$ cat config.mk
export PLATFORM = sky130hd
export DESIGN_NAME = gain_divider_iter
export DESIGN_NICKNAME = d
export VERILOG_FILES = /design/src/rtl/gain_divider_iter.sv
export SDC_FILE = /design/constraint.sdc
export NUM_CORES = 1
export LEC_CHECK = 0
export CAP_MARGIN = 20
export CORE_MARGIN = 3
export CORE_UTILIZATION = 50
export CTS_BUF_LIST = sky130_fd_sc_hd__clkbuf_4 sky130_fd_sc_hd__clkbuf_8
export CTS_CLUSTER_DIAMETER = 100
export DETAILED_ROUTE_END_ITERATION = 8
export GPL_TIMING_DRIVEN = 0
export PLACE_DENSITY = 0.77
export SYNTH_ARGS = -nofsm -noshare
export SYNTH_HDL_FRONTEND = slang
export SYNTH_SLANG_ARGS = --single-unit
$ cat constraint.sdc
create_clock -name i_clk -period 4.9 [get_ports i_clk]
set_input_delay 0.98 -clock i_clk [delete_from_list [all_inputs] [get_ports i_clk]]
set_output_delay 0.98 -clock i_clk [all_outputs]
set_load 0.1 [all_outputs]
$ cat src/rtl/gain_divider_iter.sv
// gain_divider_iter: recovers a DATA_WIDTH-bit sample from a 2*DATA_WIDTH-bit gained
// product by dividing it by the gain. Iterative restoring divider on operand magnitudes,
// one quotient bit per clock, valid/ready handshakes on both sides.
// Optional build macro: GAIN_DIV_SATURATE_EN -- clamp o_data on overflow and divide-by-zero
// instead of wrapping / returning all-ones.
`timescale 1ns/1ps
module gain_divider_iter #(
    parameter int DATA_WIDTH = 16,
    parameter int IS_SIGNED  = 1
) (
    input  logic                      i_clk,
    input  logic                      i_rst,
    input  logic                      i_valid,
    output logic                      o_ready,
    input  logic [2*DATA_WIDTH-1:0]   i_data,
    input  logic [DATA_WIDTH-1:0]     i_gain,
    output logic                      o_valid,
    input  logic                      i_ready,
    output logic [DATA_WIDTH-1:0]     o_data,
    output logic [DATA_WIDTH-1:0]     o_rem,
    output logic                      o_ovf,
    output logic                      o_div0
);

    localparam int W  = DATA_WIDTH;
    localparam int DW = 2 * DATA_WIDTH;
    localparam int CW = $clog2(DW);

    localparam logic [CW-1:0] CNT_LAST = CW'(DW - 1);
    localparam logic [W-1:0]  ALL_ONES = '1;
    localparam logic [W-1:0]  MAX_POS  = {1'b0, {(W-1){1'b1}}};
    localparam logic [W-1:0]  MIN_NEG  = {1'b1, {(W-1){1'b0}}};

    typedef enum logic [1:0] {
        IDLE,
        CALC,
        FIX,
        DONE
    } state_t;

    state_t        state;
    logic [CW-1:0] cnt;
    logic [DW-1:0] quo_r;      // dividend bits shift out at the top, quotient bits shift in at the bottom
    logic [W-1:0]  rem_r;      // partial remainder magnitude
    logic [W-1:0]  div_r;      // divisor magnitude
    logic [W-1:0]  raw_lo_r;   // low half of the raw dividend, returned as remainder on divide-by-zero
    logic          sign_d_r;
    logic          sign_g_r;
    logic          div0_r;

    logic          in_sign_d;
    logic          in_sign_g;
    logic [DW-1:0] in_mag_d;
    logic [W-1:0]  in_mag_g;

    logic [W:0]    rem_shift;
    logic [W:0]    rem_sub;
    logic          q_bit;

    logic [W-1:0]  q_lo;
    logic          hi_zero;
    logic          neg_q;
    logic [W-1:0]  q_signed;
    logic [W-1:0]  rem_signed;
    logic [W-1:0]  fix_data;
    logic [W-1:0]  fix_rem;
    logic          fix_ovf;

    // Operand signs and magnitudes at the input port (magnitude of the most negative value
    // is still exact because it is interpreted as unsigned).
    always_comb begin
        in_sign_d = (IS_SIGNED != 0) ? i_data[DW-1] : 1'b0;
        in_sign_g = (IS_SIGNED != 0) ? i_gain[W-1]  : 1'b0;
        in_mag_d  = in_sign_d ? -i_data : i_data;
        in_mag_g  = in_sign_g ? -i_gain : i_gain;
    end

    // One restoring shift-subtract step.
    always_comb begin
        rem_shift = {rem_r, quo_r[DW-1]};
        rem_sub   = rem_shift - {1'b0, div_r};
        q_bit     = (rem_shift >= {1'b0, div_r});
    end

    // Final correction: signs, overflow range check, divide-by-zero and optional clamping.
    always_comb begin
        q_lo       = quo_r[W-1:0];
        hi_zero    = (quo_r[DW-1:W] == '0);
        neg_q      = sign_d_r ^ sign_g_r;
        q_signed   = neg_q ? -q_lo : q_lo;
        rem_signed = sign_d_r ? -rem_r : rem_r;

        if (IS_SIGNED != 0) begin
            if (neg_q) begin
                fix_ovf = !hi_zero || (q_lo > MIN_NEG);
            end else begin
                fix_ovf = !hi_zero || q_lo[W-1];
            end
        end else begin
            fix_ovf = !hi_zero;
        end

        fix_data = q_signed;
        fix_rem  = rem_signed;
`ifdef GAIN_DIV_SATURATE_EN
        if (fix_ovf) begin
            fix_data = (IS_SIGNED != 0) ? (neg_q ? MIN_NEG : MAX_POS) : ALL_ONES;
        end
`endif

        if (div0_r) begin
            fix_ovf = 1'b0;
            fix_rem = raw_lo_r;
`ifdef GAIN_DIV_SATURATE_EN
            fix_data = (IS_SIGNED != 0) ? (sign_d_r ? MIN_NEG : MAX_POS) : ALL_ONES;
`else
            fix_data = ALL_ONES;
`endif
        end
    end

    // Control FSM with registered handshake and result outputs.
    always_ff @(posedge i_clk or posedge i_rst) begin
        if (i_rst) begin
            state    <= IDLE;
            cnt      <= '0;
            quo_r    <= '0;
            rem_r    <= '0;
            div_r    <= '0;
            raw_lo_r <= '0;
            sign_d_r <= 1'b0;
            sign_g_r <= 1'b0;
            div0_r   <= 1'b0;
            o_ready  <= 1'b1;
            o_valid  <= 1'b0;
            o_data   <= '0;
            o_rem    <= '0;
            o_ovf    <= 1'b0;
            o_div0   <= 1'b0;
        end else begin
            case (state)
                IDLE: begin
                    if (i_valid) begin
                        quo_r    <= in_mag_d;
                        rem_r    <= '0;
                        div_r    <= in_mag_g;
                        raw_lo_r <= i_data[W-1:0];
                        sign_d_r <= in_sign_d;
                        sign_g_r <= in_sign_g;
                        div0_r   <= (i_gain == '0);
                        cnt      <= '0;
                        o_ready  <= 1'b0;
                        o_ovf    <= 1'b0;
                        o_div0   <= 1'b0;
                        state    <= CALC;
                    end
                end
                CALC: begin
                    // Divide-by-zero runs the full iteration count too, keeping latency constant.
                    quo_r <= {quo_r[DW-2:0], q_bit};
                    rem_r <= q_bit ? rem_sub[W-1:0] : rem_shift[W-1:0];
                    cnt   <= cnt + 1'b1;
                    if (cnt == CNT_LAST) begin
                        state <= FIX;
                    end
                end
                FIX: begin
                    o_data  <= fix_data;
                    o_rem   <= fix_rem;
                    o_ovf   <= fix_ovf;
                    o_div0  <= div0_r;
                    o_valid <= 1'b1;
                    state   <= DONE;
                end
                DONE: begin
                    if (i_ready) begin
                        o_valid <= 1'b0;
                        o_ready <= 1'b1;
                        state   <= IDLE;
                    end
                end
                default: begin
                    state <= IDLE;
                end
            endcase
        end
    end

endmodule

=== Word-level counts from Yosys, hierarchy flattened ===
Cells that the tools add are included.

* Bitwise logic cells: 1
* Mux-type cells: 26
* Reductions and logical operators: 16
* Order comparisons: 2
* Equality and inequality tests: 7
* Add/sub/neg operators: 6

{| class="wikitable"
|+ Operators with widths
! kind !! number
|-
| 2-to-1 mux 16 bit || 7
|-
| 2-to-1 mux 32 bit || 2
|-
| one-hot mux 32 bit (2 select lines) || 1
|-
| negation 16 bit || 3
|-
| zero test 16 bit || 2
|-
| negation 32 bit || 1
|-
| one-hot mux 16 bit (2 select lines) || 1
|-
| greater-or-equal comparator 17 x 16 -> 1 bit || 1
|-
| greater-than comparator 16 bit, second input constant || 1
|-
| subtractor 16 bit || 1
|-
| one-hot mux 5 bit (2 select lines) || 1
|-
| one-hot mux 1 bit (2 select lines) || 4
|-
| one-hot mux 2 bit (4 select lines) || 1
|-
| AND reduction 2 bit || 4
|-
| nonzero test 2 bit || 4
|-
| 2-to-1 mux 2 bit || 3
|-
| != test 2 bit, second input constant || 3
|-
| AND reduction 3 bit || 2
|-
| adder 5 x 1 -> 5 bit, second input constant || 1
|-
| equality test 5 bit, second input constant || 1
|-
| 2-to-1 mux 1 bit || 5
|-
| 2-to-1 mux 5 bit || 1
|-
| equality test 2 bit, second input constant || 2
|-
| equality test 2 x 1 -> 1 bit, second input constant || 1
|-
| 4 further kinds || 5
|}

* Input port bits: 52
* Word-level logic and storage cells: 73
* Flip-flop bits (word level): 126
* Output and inout bits: 36

=== Logic depth before layout (Yosys ltp) ===
* Depth after elaboration: 6
* Gate-level depth with buffers: 12
* Gate-level depth less buffers: 11

=== Least setup slack after synthesis ===
No wires, ideal clock.

* Path kind: input to register
* Start: input i_data[18]
* End: register quo_r[28]
* Data arrival time: 2.845 ns
* Cell stages on the path: 7
* Path slack: 1.929 ns
* Cells stage by stage: or4_4 or3_4 nor3b_4 nand2_2 o41ai_2 xnor2_1 a221o_1

* Longest elaborated chain between the ends: 4

{| class="wikitable"
|+ Ends and longest elaborated chain
! element !! line !! RTL
|-
| start, declared || 15 || <nowiki>input logic [2*DATA_WIDTH-1:0] i_data,</nowiki>
|-
| negation 32 bit || 74 || <nowiki>in_mag_d = in_sign_d ? -i_data : i_data;</nowiki>
|-
| 2-to-1 mux 32 bit || 74 ||
|-
| 2-to-1 mux 32 bit || 143 || <nowiki>if (i_valid) begin</nowiki>
|-
| one-hot mux 32 bit (2 select lines) || 141 || <nowiki>case (state)</nowiki>
|-
| end signal, assigned || 144 || <nowiki>quo_r <= in_mag_d;</nowiki>
|-
| end signal, assigned || 160 || <nowiki>quo_r <= {quo_r[DW-2:0], q_bit};</nowiki>
|-
| end, declared || 43 || <nowiki>logic [DW-1:0] quo_r;</nowiki>
|}

No other way between the ends. The select of a mux whose other input is x is not followed.
A chain may end at the register's enable or synchronous reset.

=== Worst setup path after layout ===
* Start: input i_data[18]
* End: register quo_r[27]

The elaborated chain is that of the path after synthesis.

==> flow_metrics.env <==
export IMPL_fin_skew_ns=0.01104
export IMPL_htreeDepth=4
export IMPL_io_buffer_count=86
export IMPL_synth_compound_area_share_pct=19.10
export IMPL_met2_usage_pct=40.46
export IMPL_vdd_drop_max_v=0.0005085
export IMPL_drc_errors=0
export IMPL_yosys_warnings=0
export IMPL_mostFrequentLayoutCell="dfrtp_1"
export IMPL_cts_setup_buffers=0
export IMPL_fin_crit_sh_pct=64.69
export IMPL_finalPower_mw=7.217
export IMPL_synthAdderAreaFrac_pct=4.499
export IMPL_routed_wl_um=20830
export IMPL_grt_use_met1_pct=35.07
export IMPL_cap_violations=0
export IMPL_ys_async_sr_fraction_pct=100.0
export IMPL_grt_usage_pct=25.50
export IMPL_finalMaxSlewViolations=0
export IMPL_cts_root_buf="clkbuf_8"
export IMPL_seqCellArea_um2=3154
export IMPL_start_util_pct=52.03
export IMPL_syn_inst=855
export IMPL_setup_viol=0
export IMPL_n_fill_cell=1252
export IMPL_worstSetupStartpointType="primary input"
export IMPL_yosys_top_cells_area="dfrtp_1 (41%), o21ai_0 (6.3%), xor2_1 (5.1%)"
export IMPL_endpoint="quo_r[27]"
export IMPL_avgSynthCellArea_um2=8.978
export IMPL_clk_latency_ns=0.45
export IMPL_viasPerCell=5.949
export IMPL_area_growth_syn_to_layout_pct=20.02
export IMPL_grt_overflow=0
export IMPL_tightest_slew_ns=1.001
export IMPL_power_leakage_nw=3.921
export IMPL_vias=6889
export IMPL_required_ns=5.23
export IMPL_dr_pass1_iters=7
export IMPL_critPathLaunch="i_data[18]"
export IMPL_cts_tree="yes"
export IMPL_max_freq_ghz=0.3155
export IMPL_synth_xor_area_share_pct=9.584
export IMPL_synth_enable_flop_cells=0
export IMPL_cp_arrival_ns=3.50
export IMPL_status="complete, no violations"
export IMPL_die_w_um=129.9
export IMPL_syn_num_nets=934
export IMPL_r2r_slack_ns=1.75
export IMPL_grt_max_degree=85
export IMPL_final_util_pct=62.44
export IMPL_post_route_min_period_ns=3.170
export IMPL_hold_viol_final=0
export IMPL_rsz0062_at_grt="false"
export IMPL_cts_sink_count=126
export IMPL_post_drt_wl_per_cell_um=17.99
export IMPL_row_count=44
export IMPL_grt_pass1_wl_um=33590
export IMPL_yosysTopAreaCell="dfrtp_1"
export IMPL_synth_seq_area_share_pct=41.09
export IMPL_end_kind="flip-flop"
export IMPL_multi_input_area_um2=4177
export IMPL_synth_top_family_by_area="compound AO/OA/AOI/OAI gates"
export IMPL_critPathMaxFanout=6
export IMPL_synth_top_area_share_pct=40.75
export IMPL_hold_path_class="reg -> reg"
export IMPL_ys_types=60
export IMPL_ys_ff_latch=126
export IMPL_cts_path_max_buffers=2
export IMPL_power_density_nw_per_um2=783.4
export IMPL_post_cts_resized=0
export IMPL_synthMuxAreaShare_pct=6.275
export IMPL_n_antenna_cell=0
export IMPL_r2r_cells=10
export IMPL_ctsHoldBuffers=0
export IMPL_worstSetupPathType="in -> reg"
export IMPL_final_cell_mix="dfrtp_1 (125), nand2_1 (103), o21ai_0 (97), clkdlybuf4s50_1 (86), nor2_1 (55)"
export IMPL_antenna_found_initial=0
export IMPL_numCtsBuffers=17
export IMPL_dp_hpwl_um=15460
export IMPL_gr_usage_met3_pct=5.158
export IMPL_final_nets=1040
export IMPL_io_pins=88
export IMPL_gp_congestion=0.9507
export IMPL_synth_area_um2=7676
export IMPL_r2r_end="rem_r[6]"
export IMPL_synth_ff_type="dfrtp_1"
export IMPL_layout_drive_gt1_share_pct=7.495
export IMPL_clk_pin_slew_ns=0.07
export IMPL_yosys_area_share_simple_pct=14.95
export IMPL_die_area_um2=16880
export IMPL_slew_headroom_pct=33.05
export IMPL_first_global_vias=6622
export IMPL_die_y_um=129.9
export IMPL_drtAntennaViolNets=0
export IMPL_drtIter0Drc=443
export IMPL_timing_rr_start="rem_r[2]"
export IMPL_core_um2=14750
export IMPL_grt_busiest_layer="met2"
Yosys cell counts (8+ instances only):
master,n
nand2_1,103
nor4_1,9
and3_1,10
a221o_1,9
mux2i_1,20
a21oi_1,53
ha_1,26
nand3_1,15
xnor2_1,39
or3_1,17
mux2_2,25
clkbuf_1,44
o21ai_0,97
nand4_1,8
nor2_1,55
o31ai_1,20
o22a_1,10
dfrtp_1,125
inv_1,40
xor2_1,45
state kept, by name (all words and copies together), names as in the netlist:
| name | flops |
|---|---|
| o_valid | 1 |
| sign_g_r | 1 |
| div_r | 16 |
| quo_r | 32 |
| o_div0 | 1 |
| raw_lo_r | 16 |
| rem_r | 16 |
| o_rem | 16 |
| o_data | 16 |
| state | 2 |
| sign_d_r | 1 |
| o_ready | 1 |
| div0_r | 1 |
| o_ovf | 1 |
| cnt | 5 |
report_power, final:
part,switching (mW),leakage [nW],internal (mW)
combinational,2.87,2.15,1.50
clock,0.427,0.210,0.532
sequential,0.389,1.56,1.50
routing by layer:
metal	up-vias	routed length, um
met2	290	9626
met3	40	1645
li1	3236	-
met1	3323	9161
met4	0	399
met5	-	0
worst max-delay path: stages:
cell	delay [ns]
clkdlybuf4s50_1	0.45
or4_4	0.56
or3_4	0.36
nor3b_4	0.23
nand2_1	0.18
o31ai_2	0.29
xnor2_1	0.12
a221o_1	0.34
worst min-delay path by stage:
stage / slack [ns] / end / startpoint / depth (start not counted)
floorplan: 0.45 / div_r[15] / div_r[15] / 2
global placement: 0.46 / div_r[15] / div_r[15] / 2
detailed placement: 0.47 / div_r[15] / div_r[15] / 2
CTS: 0.49 / div_r[15] / div_r[15] / 2
global route: 0.51 / div_r[15] / div_r[15] / 2
finish: 0.48 / raw_lo_r[1] / raw_lo_r[1] / 2
stage by stage:
step	std cells	hold WS, ns	area [um2]	TNS, ns	setup WS (ns)
detailed placement	1126	0.4722	8800	0	1.288
CTS	1158	0.4881	9213	0	1.750
floorplan	855	0.4485	7676	0	0.5657
finish	1158	0.4819	9213	0	1.730
global placement	1125	0.4621	8767	-164.56	-1.324
global route	1158	0.5136	9213	0	1.556
cell families after synthesis:
logic type | count (synthesis)
compound gates | 236
xor+xnor | 84
fa+ha+maj | 27
buf+inv | 91
flops | 126
mux | 45
simple gates | 246
layout make-up:
type | instances | area share, %
tap | 184 | 2.499
multi-input combinational | 638 | 45.33
buffer | 50 | 2.078
inverter | 41 | 1.725
clock inverter | 11 | 1.548
sequential | 126 | 34.24
timing repair buffer | 87 | 9.643
clock buffer | 21 | 2.934
No activity file was read; power rests on OpenSTA's default activity.
